## config.mk

```make
export PLATFORM = sky130hd
export DESIGN_NAME = read_channel_router
export DESIGN_NICKNAME = d
export VERILOG_FILES = /design/src/rtl/read_channel_router.sv
export SDC_FILE = /design/constraint.sdc
export NUM_CORES = 1
export LEC_CHECK = 0
export ABC_AREA = 1
export CELL_PAD_IN_SITES_DETAIL_PLACEMENT = 1
export CELL_PAD_IN_SITES_GLOBAL_PLACEMENT = 1
export CORE_AREA = 2 2 411 413
export DETAILED_ROUTE_END_ITERATION = 12
export DIE_AREA = 0 0 413 415
export GPL_TIMING_DRIVEN = 0
export PLACE_DENSITY = 0.4
export SLEW_MARGIN = 40
export SYNTH_ARGS = -nofsm -noshare
export SYNTH_HDL_FRONTEND = slang
export SYNTH_SLANG_ARGS = --single-unit
```

## constraint.sdc

```tcl
create_clock -name ACLK -period 5.22 [get_ports ACLK]
set_input_delay 1.305 -clock ACLK [delete_from_list [all_inputs] [get_ports ACLK]]
set_output_delay 1.305 -clock ACLK [all_outputs]
set_load 0.03 [all_outputs]
```

## src/rtl/read_channel_router.sv

```systemverilog
// -----------------------------------------------------------------------------
// read_channel_router
//   Routes one complete AXI read burst (AR + all R beats) between the master
//   and slave picked by the upstream read arbiter. A grant slave index of NUM_S
//   (or above) selects an internal default slave that answers with DECERR.
//
// Ports
//   ACLK, ARESET             clock, synchronous active-high reset
//   grant_vld/_m/_s          decoded arbiter grant (master, slave index)
//   AR*_M, ARVALID_M/ARREADY_M   per-master AR channels (packed, NUM_M wide)
//   R*_M, RVALID_M/RREADY_M      per-master R channels
//   AR*_S, ARVALID_S/ARREADY_S   per-slave AR channels (ID widened by 4 bits)
//   R*_S, RVALID_S/RREADY_S      per-slave R channels
//   rd_done                  one-cycle pulse after the final R handshake
//   beat_err                 sticky: slave RLAST disagreed with ARLEN
//
// state | meaning
// ------+------------------------------------------------------------
// IDLE  | waiting for grant_vld; latches master/slave indices
// ADDR  | AR pass-through from granted master to selected slave
// DATA  | R pass-through from slave back to master until RLAST
// ERR   | default slave: ARLEN+1 DECERR beats generated internally
// -----------------------------------------------------------------------------
module read_channel_router #(
  parameter int NUM_M  = 3,
  parameter int NUM_S  = 8,
  parameter int ADDR_W = 32,
  parameter int IDM_W  = 4,
  localparam int IDS_W = IDM_W + 4
) (
  input  logic                      ACLK,
  input  logic                      ARESET,

  input  logic                      grant_vld,
  input  logic [1:0]                grant_m,
  input  logic [3:0]                grant_s,

  input  logic [NUM_M*IDM_W-1:0]    ARID_M,
  input  logic [NUM_M*ADDR_W-1:0]   ARADDR_M,
  input  logic [NUM_M*4-1:0]        ARLEN_M,
  input  logic [NUM_M*3-1:0]        ARSIZE_M,
  input  logic [NUM_M*2-1:0]        ARBURST_M,
  input  logic [NUM_M-1:0]          ARVALID_M,
  output logic [NUM_M-1:0]          ARREADY_M,

  output logic [NUM_M*IDM_W-1:0]    RID_M,
  output logic [NUM_M*ADDR_W-1:0]   RDATA_M,
  output logic [NUM_M*2-1:0]        RRESP_M,
  output logic [NUM_M-1:0]          RLAST_M,
  output logic [NUM_M-1:0]          RVALID_M,
  input  logic [NUM_M-1:0]          RREADY_M,

  output logic [NUM_S*IDS_W-1:0]    ARID_S,
  output logic [NUM_S*ADDR_W-1:0]   ARADDR_S,
  output logic [NUM_S*4-1:0]        ARLEN_S,
  output logic [NUM_S*3-1:0]        ARSIZE_S,
  output logic [NUM_S*2-1:0]        ARBURST_S,
  output logic [NUM_S-1:0]          ARVALID_S,
  input  logic [NUM_S-1:0]          ARREADY_S,

  input  logic [NUM_S*IDS_W-1:0]    RID_S,
  input  logic [NUM_S*ADDR_W-1:0]   RDATA_S,
  input  logic [NUM_S*2-1:0]        RRESP_S,
  input  logic [NUM_S-1:0]          RLAST_S,
  input  logic [NUM_S-1:0]          RVALID_S,
  output logic [NUM_S-1:0]          RREADY_S,

  output logic                      rd_done,
  output logic                      beat_err
);

  typedef enum logic [1:0] {
    S_IDLE = 2'd0,
    S_ADDR = 2'd1,
    S_DATA = 2'd2,
    S_ERR  = 2'd3
  } state_t;

  state_t            state_q, state_d;
  logic [1:0]        m_q, m_d;
  logic [3:0]        s_q, s_d;
  logic [3:0]        len_q, len_d;
  logic [3:0]        cnt_q, cnt_d;
  logic [IDM_W-1:0]  id_q, id_d;
  logic              rd_done_q, rd_done_d;
  logic              beat_err_q, beat_err_d;

  // Channel of the latched master
  logic [IDM_W-1:0]  sel_arid_m;
  logic [ADDR_W-1:0] sel_araddr_m;
  logic [3:0]        sel_arlen_m;
  logic [2:0]        sel_arsize_m;
  logic [1:0]        sel_arburst_m;
  logic              sel_arvalid_m;
  logic              sel_rready_m;

  // AR payload of the master being granted right now (default-slave entry)
  logic [IDM_W-1:0]  gnt_arid_m;
  logic [3:0]        gnt_arlen_m;

  // Channel of the latched slave
  logic              sel_arready_s;
  logic [IDS_W-1:0]  sel_rid_s;
  logic [ADDR_W-1:0] sel_rdata_s;
  logic [1:0]        sel_rresp_s;
  logic              sel_rlast_s;
  logic              sel_rvalid_s;

  always_comb begin : master_select
    sel_arid_m    = '0;
    sel_araddr_m  = '0;
    sel_arlen_m   = '0;
    sel_arsize_m  = '0;
    sel_arburst_m = '0;
    sel_arvalid_m = 1'b0;
    sel_rready_m  = 1'b0;
    gnt_arid_m    = '0;
    gnt_arlen_m   = '0;
    for (int i = 0; i < NUM_M; i++) begin
      if (m_q == 2'(i)) begin
        sel_arid_m    = ARID_M[i*IDM_W +: IDM_W];
        sel_araddr_m  = ARADDR_M[i*ADDR_W +: ADDR_W];
        sel_arlen_m   = ARLEN_M[i*4 +: 4];
        sel_arsize_m  = ARSIZE_M[i*3 +: 3];
        sel_arburst_m = ARBURST_M[i*2 +: 2];
        sel_arvalid_m = ARVALID_M[i];
        sel_rready_m  = RREADY_M[i];
      end
      if (grant_m == 2'(i)) begin
        gnt_arid_m  = ARID_M[i*IDM_W +: IDM_W];
        gnt_arlen_m = ARLEN_M[i*4 +: 4];
      end
    end
  end

  always_comb begin : slave_select
    sel_arready_s = 1'b0;
    sel_rid_s     = '0;
    sel_rdata_s   = '0;
    sel_rresp_s   = '0;
    sel_rlast_s   = 1'b0;
    sel_rvalid_s  = 1'b0;
    for (int i = 0; i < NUM_S; i++) begin
      if (s_q == 4'(i)) begin
        sel_arready_s = ARREADY_S[i];
        sel_rid_s     = RID_S[i*IDS_W +: IDS_W];
        sel_rdata_s   = RDATA_S[i*ADDR_W +: ADDR_W];
        sel_rresp_s   = RRESP_S[i*2 +: 2];
        sel_rlast_s   = RLAST_S[i];
        sel_rvalid_s  = RVALID_S[i];
      end
    end
  end

  always_comb begin : fsm_next
    state_d    = state_q;
    m_d        = m_q;
    s_d        = s_q;
    len_d      = len_q;
    cnt_d      = cnt_q;
    id_d       = id_q;
    rd_done_d  = 1'b0;
    beat_err_d = beat_err_q;

    ARREADY_M = '0;
    RID_M     = '0;
    RDATA_M   = '0;
    RRESP_M   = '0;
    RLAST_M   = '0;
    RVALID_M  = '0;
    ARID_S    = '0;
    ARADDR_S  = '0;
    ARLEN_S   = '0;
    ARSIZE_S  = '0;
    ARBURST_S = '0;
    ARVALID_S = '0;
    RREADY_S  = '0;

    case (state_q)
      S_IDLE: begin
        if (grant_vld) begin
          m_d   = grant_m;
          s_d   = grant_s;
          cnt_d = '0;
          if (grant_s < 4'(NUM_S)) begin
            state_d = S_ADDR;
          end else begin
            // No real slave will answer, so the AR handshake is taken here
            // and the burst length/ID captured for the DECERR beats.
            state_d = S_ERR;
            len_d   = gnt_arlen_m;
            id_d    = gnt_arid_m;
            for (int i = 0; i < NUM_M; i++) begin
              if (grant_m == 2'(i)) ARREADY_M[i] = 1'b1;
            end
          end
        end
      end

      S_ADDR: begin
        for (int i = 0; i < NUM_S; i++) begin
          if (s_q == 4'(i)) begin
            ARVALID_S[i]                 = sel_arvalid_m;
            ARID_S[i*IDS_W +: IDS_W]     = {4'(m_q), sel_arid_m};
            ARADDR_S[i*ADDR_W +: ADDR_W] = sel_araddr_m;
            ARLEN_S[i*4 +: 4]            = sel_arlen_m;
            ARSIZE_S[i*3 +: 3]           = sel_arsize_m;
            ARBURST_S[i*2 +: 2]          = sel_arburst_m;
          end
        end
        for (int i = 0; i < NUM_M; i++) begin
          if (m_q == 2'(i)) ARREADY_M[i] = sel_arready_s;
        end
        if (sel_arvalid_m && sel_arready_s) begin
          len_d   = sel_arlen_m;
          cnt_d   = '0;
          state_d = S_DATA;
        end
      end

      S_DATA: begin
        for (int i = 0; i < NUM_S; i++) begin
          if (s_q == 4'(i)) RREADY_S[i] = sel_rready_m;
        end
        for (int i = 0; i < NUM_M; i++) begin
          if (m_q == 2'(i)) begin
            RVALID_M[i]                 = sel_rvalid_s;
            RID_M[i*IDM_W +: IDM_W]     = sel_rid_s[IDM_W-1:0];
            RDATA_M[i*ADDR_W +: ADDR_W] = sel_rdata_s;
            RRESP_M[i*2 +: 2]           = sel_rresp_s;
            RLAST_M[i]                  = sel_rlast_s;
          end
        end
        if (sel_rvalid_s && sel_rready_m) begin
          cnt_d = cnt_q + 4'd1;
          // The slave's RLAST terminates routing; the count only flags
          // disagreement with the requested length.
          if (sel_rlast_s) begin
            if (cnt_q != len_q) beat_err_d = 1'b1;
            rd_done_d = 1'b1;
            state_d   = S_IDLE;
          end else if (cnt_q == len_q) begin
            beat_err_d = 1'b1;
          end
        end
      end

      S_ERR: begin
        for (int i = 0; i < NUM_M; i++) begin
          if (m_q == 2'(i)) begin
            RVALID_M[i]             = 1'b1;
            RID_M[i*IDM_W +: IDM_W] = id_q;
            RRESP_M[i*2 +: 2]       = 2'b11;
            RLAST_M[i]              = (cnt_q == len_q);
          end
        end
        if (sel_rready_m) begin
          if (cnt_q == len_q) begin
            rd_done_d = 1'b1;
            state_d   = S_IDLE;
          end else begin
            cnt_d = cnt_q + 4'd1;
          end
        end
      end

      default: state_d = S_IDLE;
    endcase
  end

  always_ff @(posedge ACLK) begin
    if (ARESET) begin
      state_q    <= S_IDLE;
      m_q        <= '0;
      s_q        <= '0;
      len_q      <= '0;
      cnt_q      <= '0;
      id_q       <= '0;
      rd_done_q  <= 1'b0;
      beat_err_q <= 1'b0;
    end else begin
      state_q    <= state_d;
      m_q        <= m_d;
      s_q        <= s_d;
      len_q      <= len_d;
      cnt_q      <= cnt_d;
      id_q       <= id_d;
      rd_done_q  <= rd_done_d;
      beat_err_q <= beat_err_d;
    end
  end

  assign rd_done  = rd_done_q;
  assign beat_err = beat_err_q;

endmodule
```

==> out/summary.log, run 1 <==
INFO  finish         final_cell_area=21500um^2
INFO  clock_tree     cts_tree=done
INFO  sta            fmaxAchievable=197MHz
INFO  sta            finClkSkew=0.0138ns
INFO  critical_path  reg2reg_slack=2.33ns
INFO  sta            worstMarginPinSlew=0.872ns
INFO  yosys          synth-warning-count=0
INFO  power          switchingPower=3690uW
INFO  floorplanning  dieHeight=415um
INFO  yosys          synth-seq-area-share=5.84%
INFO  yosys          number_of_enable_flip_flop_cells_after_synthesis=0
INFO  floorplanning  die_area=171000um^2
INFO  sta            worst_slew_margin=41.9%
INFO  floorplanning  fp.dieW=413um
INFO  yosys          syn-instance-count=1654
INFO  sta            timing.final.hold_violations=0
INFO  grt            wire_length_of_the_first_global_routing_pass=162000um
INFO  route          totalWireLength=128000um
INFO  yosys          post-synth-top-area-fraction=24.8%
INFO  critical_path  worst_r2r_path_depth=16
INFO  grt            grtUsageMet1=15.6%
INFO  sta            timing.final.crit_share=97.3%
INFO  sta            grt_setup_unrepaired=yes
INFO  power          share_seq_of_total_power=4.9%
INFO  yosys          synth.most_common_cell=sky130_fd_sc_hd__nand2_1
INFO  power          leakage_power=0.00898uW
INFO  route          detail_route.iter0.violations=702
INFO  grt            grt_pass1_vias=16.2k
INFO  critical_path  critical_path_arrival=3.77ns
INFO  hold_path      worstHoldPathType=flop to flop
INFO  hold_path      worst_hold_path_depth=2
INFO  grt            globalRouteTotalUtil=14.1%
INFO  grt            largest_net_degree_at_the_start_of_global_routing=14
INFO  finish         fill_cell_total_of_the_finished_layout=20.3k
INFO  clock_tree     clock_tree.buffer_depth=2
INFO  yosys          synth_cell_types=41
INFO  power          power.ir.vdd_worst=0.106mV
INFO  floorplanning  placementRows=150
INFO  sta            slew_violations=0
INFO  yosys          dominantRegCellSynth=sky130_fd_sc_hd__dfxtp_1
INFO  grt            busiest_layer=met2
INFO  power          p_int=1930uW
INFO  clock_tree     clock_latency=0.27ns
INFO  yosys          synth.cells.most_frequent=sky130_fd_sc_hd__nand2_1 (498), sky130_fd_sc_hd__nor2_1 (335), sky130_fd_sc_hd__inv_1 (249), sky130_fd_sc_hd__a21oi_1 (122), sky130_fd_sc_hd__nand3_1 (103)
INFO  power          combinational_group_share_of_total_power=91.0%
INFO  yosys          netlist_area=7550um^2
INFO  critical_path  timing.critical_path.fanout_max=10
INFO  critical_path  critPathRequiredTime=3.91ns
INFO  clock_tree     clock_sinks=22
INFO  route          route.detailed.drc=0
INFO  finish         seq_area=442um^2
INFO  power          clock_power_share=4.1%
INFO  run_status     result_of_the_run=finished clean
INFO  job            timing.max_cap.violations=0
INFO  sta            finalCriticalPeriod=5.08ns
INFO  placed_design  buffer_ports.inserted=994
INFO  grt            met3_usage=2.08%
INFO  placed_design  dp_area=20900um^2
INFO  yosys          synth.area.top_cells=sky130_fd_sc_hd__nand2_1 (25%), sky130_fd_sc_hd__nor2_1 (17%), sky130_fd_sc_hd__inv_1 (12%)
INFO  yosys          postSynthRegisterBits=22
INFO  finish         layoutNonFillerInstCount=4908
INFO  finish         area_growth_syn_to_layout=185%
INFO  floorplanning  design.portCount=1043
INFO  floorplanning  coreArea=167000um^2
INFO  critical_path  cp-start-kind=flop
INFO  clock_tree     h-tree-depth=1
INFO  route          antenna_violating_nets_post_route=0
INFO  clock_tree     clkSlewWorstSetupHoldPaths=0.07ns
INFO  yosys          async_reset_ff_share=0%
INFO  finish         multi_input_comb_area=6110um^2
INFO  yosys          yosys.area.top_type=sky130_fd_sc_hd__nand2_1
INFO  floorplanning  start_util=4.53%
INFO  grt            grt_remaining_overflow=0
INFO  power          power_per_cell_area=261nW/um^2
INFO  route          routed_wire_length_per_instance=26.0um
INFO  clock_tree     cts_root_buf=sky130_fd_sc_hd__clkbuf_16
INFO  route          dr_total_vias=15.2k
INFO  yosys          syn_avg_cell_area=4.56um^2
INFO  clock_tree     cts_buffers=3
INFO  grt            number_of_antenna_violations_at_the_first_check_in_global_routing=29
INFO  placed_design  place.gp.congestion=0.848
INFO  sta            report.final.setup_viol=0
INFO  finish         nNetsFinal=3213
INFO  route          avgViaCountPerCell=3.11
INFO  critical_path  critical_path_class=flop to output pin
INFO  power          switching_share=65.6%
INFO  critical_path  worstSetupEndpointType=output pin
INFO  placed_design  place_inst=4886
INFO  placed_design  detailed_place_hpwl=112000um
INFO  finish         post_route_cells_drive_above_1_share=8.37%
INFO  route          first_pass_iters=5
INFO  clock_tree     hold_fix_buffers_at_cts=0
INFO  grt            grt.met2_usage=28.7%
-- placed cells by master, fill, tap and decap left out, drive strengths merged, types with 5 or more instances in the layout --
cell,n
a21oi,122
a221oi,20
a22o,15
buf,74
clkbuf,79
clkdlybuf4s50,971
conb,16
dfxtp,22
dlygate4sd2,13
dlymetal6s2s,8
inv,257
nand2,498
nand3,104
nand4,8
nor2,341
o21ai,85
o221ai,19
o22ai,5
o2bb2ai,8
or2,10
-- state kept, by name, summed over array words and instances (netlist names) --
register,cells
id_q,4
beat_err,1
cnt_q,4
m_q,2
len_q,4
state_q,2
s_q,4
rd_done,1
-- metrics by stage --
stage | TNS [ns] | utilization [%] | power [uW] | hold slack (ns) | worst slack (ns)
finish | 0 | 12.9 | 5620 | 0.474 | 0.141
global route | -0.0880 | 12.9 | 6040 | 0.534 | -0.0474
CTS | -0.0338 | 12.9 | 5800 | 0.475 | -0.0210
detailed placement | -214.29 | 12.5 | 5420 | 0.465 | -1.18
global placement | -427.35 | 12.2 | 5250 | 0.461 | -2.02
floorplan | 0 | - | 2520 | 0.439 | 1.44
-- worst paths after layout --
kind	startpoint	endpoint
hold / removal	s_q[2]	s_q[2]
hold reg to reg	s_q[2]	s_q[2]
setup / recovery	m_q[1]	ARSIZE_S[3]
setup reg to reg	s_q[2]	cnt_q[0]
-- worst max-delay path, cell delays in order, from the launching register on --
cell and delay, ns:
sky130_fd_sc_hd__dfxtp_2 0.43, sky130_fd_sc_hd__inv_1 0.09, sky130_fd_sc_hd__buf_2 0.24, sky130_fd_sc_hd__nand2_2 0.30
sky130_fd_sc_hd__clkinv_4 0.23, sky130_fd_sc_hd__clkbuf_2 0.33, sky130_fd_sc_hd__a22o_1 0.30, sky130_fd_sc_hd__a21oi_2 0.42
sky130_fd_sc_hd__inv_1 0.33, sky130_fd_sc_hd__nand2_1 0.14, sky130_fd_sc_hd__inv_1 0.05, sky130_fd_sc_hd__clkdlybuf4s50_1 0.61
-- power by group through the flow --
stage	Clock (uW)	Sequential [uW]	Combinational (uW)
CTS	234	277	5280
detailed placement	0	276	5140
global route	240	284	5510
global placement	0	273	4980
floorplan	0	257	2260
finish	228	276	5110
-- per-layer routing --
layer  vias up  part of all wire, %
met5         -                0.027
met4         6                  1.0
met3        64                  4.9
met2       589                   56
met1      7366                   38
li1       7223                    -
-- cell families (layout without fill, tap and decap cells) --
kind of cell               Yosys count  after routing  share of synthesized area, %
and+or+nand+nor                    965            965                          50.8
xor gates and xnor gates             2              2                         0.232
DFF                                 22             22                          5.84
adders and majority gates            1              1                         0.166
buffers and inverters              378           1410                          19.9
other                                1             19                        0.0497
AOI/OAI and AO/OA                  285            285                          23.0
-- repair_timing --
| action | CTS | global route |
|---|---|---|
| pin swaps | 5 | 0 |
| resized for setup | 95 | 27 |
| setup endpoints to repair | 496 | 57 |
| buffers inserted | 17 | 0 |
-- final cells by class --
class / count / area share, %
Timing Repair Buffer: 1030 / 48.6
Multi-Input combinational cell: 1269 / 28.4
Tap cell: 2204 / 12.8
Inverter: 262 / 4.69
Buffer: 114 / 2.92
Sequential cell: 22 / 2.05
Clock buffer: 3 / 0.349
Clock inverter: 1 / 0.140
Antenna cell: 3 / 0.0349
Power figures use the tool's default switching activity.
==> inputs of run 2 (changes only) <==
- CORE_AREA: 2 2 411 413 -> 10 10 395 397
- DIE_AREA: 0 0 413 415 -> 0 0 405 407
- PLACE_DENSITY: 0.4 -> 0.43
==> run 2 against run 1 <==
- power down 0.19%
- cell count down 5.4%
- sequential share of layout area about the same
- first-iteration DRC count up 29%
- die area down 3.8%
- critical path depth down 5
- sequential power about the same
- clock power up 2%
- wire length up 4.2%
- register-to-register slack worse by 0.16 ns
- clock skew down 0.0099 ns
- cell area down 1.6%
- critical endpoint is now ARREADY_M[2]
- largest cell class unchanged
- highest routed layer unchanged
==> out/summary.log, run 2 (same netlist as run 1, synthesis figures left out) <==
INFO  clock_tree     cts_tree=done
INFO  clock_tree     cts_buffers=3
INFO  finish         layout.cells.most_common_list=sky130_fd_sc_hd__clkdlybuf4s50_1 (963), sky130_fd_sc_hd__nand2_1 (492), sky130_fd_sc_hd__nor2_1 (319), sky130_fd_sc_hd__inv_1 (244), sky130_fd_sc_hd__a21oi_1 (116)
INFO  placed_design  place.gp.congestion=0.826
INFO  grt            number_of_antenna_violations_at_the_first_check_in_global_routing=35
INFO  floorplanning  dieHeight=407um
INFO  route          antenna_violating_nets_post_route=0
INFO  finish         post_route_cells_drive_above_1_share=8.44%
INFO  sta            fin_worst_hold_slack=0.483ns
INFO  job            timing.max_cap.violations=0
INFO  floorplanning  die_area=165000um^2
INFO  clock_tree     cts_root_buf=sky130_fd_sc_hd__clkbuf_16
INFO  critical_path  timing.critical_path.fanout_max=7
INFO  finish         commonest_non_fill_non_tap_cell_in_the_layout=sky130_fd_sc_hd__clkdlybuf4s50_1
INFO  sta            grt_setup_unrepaired=no
INFO  finish         area_growth_syn_to_layout=180%
INFO  sta            report.final.setup_viol=0
INFO  sta            fmaxAchievable=197MHz
INFO  floorplanning  coreArea=147000um^2
INFO  clock_tree     clkSlewWorstSetupHoldPaths=0.07ns
INFO  grt            wire_length_of_the_first_global_routing_pass=166000um
INFO  placed_design  dp_area=20500um^2
INFO  power          power.ir.vdd_worst=0.134mV
INFO  grt            largest_net_degree_at_the_start_of_global_routing=14
INFO  sta            finClkSkew=0.00395ns
INFO  placed_design  detailed_place_hpwl=117000um
INFO  clock_tree     hold_fix_buffers_at_cts=0
INFO  critical_path  critical_path.startpoint=grant_m[1]
INFO  grt            grt.met2_usage=30.3%
INFO  route          first_pass_iters=5
INFO  clock_tree     clock_latency=0.27ns
INFO  clock_tree     clock_sinks=22
INFO  critical_path  crit-reg2reg-launch=m_q[0]
INFO  critical_path  worstSetupEndpointType=output pin
INFO  power          fin_total_pwr=5610uW
INFO  floorplanning  design.portCount=1043
INFO  critical_path  worst_r2r_path_depth=9
INFO  grt            grt_remaining_overflow=0
INFO  route          avgViaCountPerCell=3.32
INFO  route          dr_total_vias=15.4k
INFO  route          routed_wire_length_per_instance=28.7um
INFO  critical_path  critical_path_arrival=3.78ns
INFO  power          power_per_cell_area=265nW/um^2
INFO  sta            timing.final.hold_violations=0
INFO  grt            met3_usage=3.25%
INFO  grt            globalRouteTotalUtil=15.1%
INFO  route          totalWireLength=133000um
INFO  route          detail_route.iter0.violations=903
INFO  grt            busiest_layer=met2
INFO  critical_path  critical_path_class=primary input to output pin
INFO  critical_path  timing.critical_path.to=ARREADY_M[2]
INFO  sta            finalCriticalPeriod=5.08ns
INFO  critical_path  r2r_end=len_q[2]
INFO  sta            slew_violations=0
INFO  finish         nNetsFinal=3212
INFO  grt            grtUsageMet1=16.0%
INFO  clock_tree     clock_tree.buffer_depth=2
INFO  floorplanning  start_util=5.12%
INFO  sta            worstMarginPinSlew=0.881ns
INFO  finish         utilization=14.3%
INFO  finish         final_cell_area=21100um^2
INFO  power          leakage_power=0.00900uW
INFO  sta            timing.final.crit_share=97.3%
INFO  route          route.detailed.drc=0
INFO  hold_path      worstHoldPathType=flop to flop
INFO  critical_path  reg2reg_slack=2.17ns
INFO  grt            grt_pass1_vias=16.3k
INFO  clock_tree     h-tree-depth=1
INFO  critical_path  critPathRequiredTime=3.91ns
INFO  floorplanning  fp.dieW=405um
INFO  floorplanning  placementRows=141
INFO  run_status     result_of_the_run=finished clean
INFO  sta            worst_slew_margin=41.3%
INFO  placed_design  buffer_ports.inserted=994
INFO  critical_path  cp-start-kind=primary input
==> run 2: changes by cell type in the layout (fill, tap and decap cells not counted), moves of 3 or more <==
| cell | before | now |
|---|---|---|
| sky130_fd_sc_hd__nand3_2 | 4 | 9 |
| sky130_fd_sc_hd__o221ai_2 | 11 | 8 |
| sky130_fd_sc_hd__dlygate4sd2_1 | 13 | 18 |
| sky130_fd_sc_hd__a21oi_1 | 112 | 116 |
| sky130_fd_sc_hd__o21ai_0 | 53 | 59 |
| sky130_fd_sc_hd__diode_2 | 3 | 11 |
| sky130_fd_sc_hd__nand3_1 | 100 | 95 |
| sky130_fd_sc_hd__buf_4 | 38 | 43 |
| sky130_fd_sc_hd__clkdlybuf4s50_1 | 971 | 963 |
| sky130_fd_sc_hd__o21ai_1 | 29 | 24 |
| sky130_fd_sc_hd__o221ai_4 | 8 | 11 |
| sky130_fd_sc_hd__a21oi_2 | 7 | 3 |
==> run 2: routing by layer <==
| metal | up-vias | routed length [um] |
|---|---|---|
| met5 | - | 88 |
| met4 | 12 | 2070 |
| met3 | 95 | 7820 |
| met2 | 638 | 73800 |
| met1 | 7421 | 49200 |
| li1 | 7250 | - |
==> run 2: where the power goes <==
group / switching [uW] / internal [uW] / leakage, uW
Clock: 79.8 / 153 / 0.0000512
Sequential: 54.7 / 218 / 0.000181
Combinational: 3540 / 1560 / 0.00877
Total: 3680 / 1930 / 0.00900
==> run 2: worst min path at each step <==
stage | depth (start not counted) | start | slack [ns] | to
2_1_floorplan | 2 | id_q[2] | 0.44 | id_q[2]
3_3_place_gp | 2 | beat_err | 0.46 | beat_err
3_5_place_dp | 2 | beat_err | 0.47 | beat_err
4_1_cts | 2 | s_q[2] | 0.49 | s_q[2]
5_1_grt | 2 | beat_err | 0.51 | beat_err
6_report | 2 | beat_err | 0.48 | beat_err
==> run 2: cell type report <==
class,count,area [um^2]
plain buffers,115,623
clock buffers,3,75.1
clock inverters,1,30.0
diodes,11,27.5
inverters,262,1010
fillers,18000,126000
flip-flops and latches,22,442
repair buffers,1028,10400
multi-input cells,1269,6160
well taps,1930,2410
==> run 2: what timing repair did <==
action                                 CTS  global route
setup endpoints to repair              486            95
pin swaps                                5             1
gates resized for setup                 99            27
buffers inserted                        18             5
endpoints found under the hold margin    0             0
==> run 2: critical path, stage by stage <==
cell	delay, ns
sky130_fd_sc_hd__clkdlybuf4s50_1	0.62
sky130_fd_sc_hd__inv_1	0.09
sky130_fd_sc_hd__nor2_2	0.58
sky130_fd_sc_hd__inv_1	0.18
sky130_fd_sc_hd__o32ai_1	0.16
sky130_fd_sc_hd__clkdlybuf4s50_1	0.81
==> run 2: per-stage QoR <==
stage               TNS (ns)  cells  setup slack (ns)
global placement     -376.87   4593             -1.71
finish                     0   4641             0.140
detailed placement   -166.01   4604             -1.13
CTS                 -0.00307   4625          -0.00307
floorplan                  0   1669              1.44
global route               0   4633           0.00204
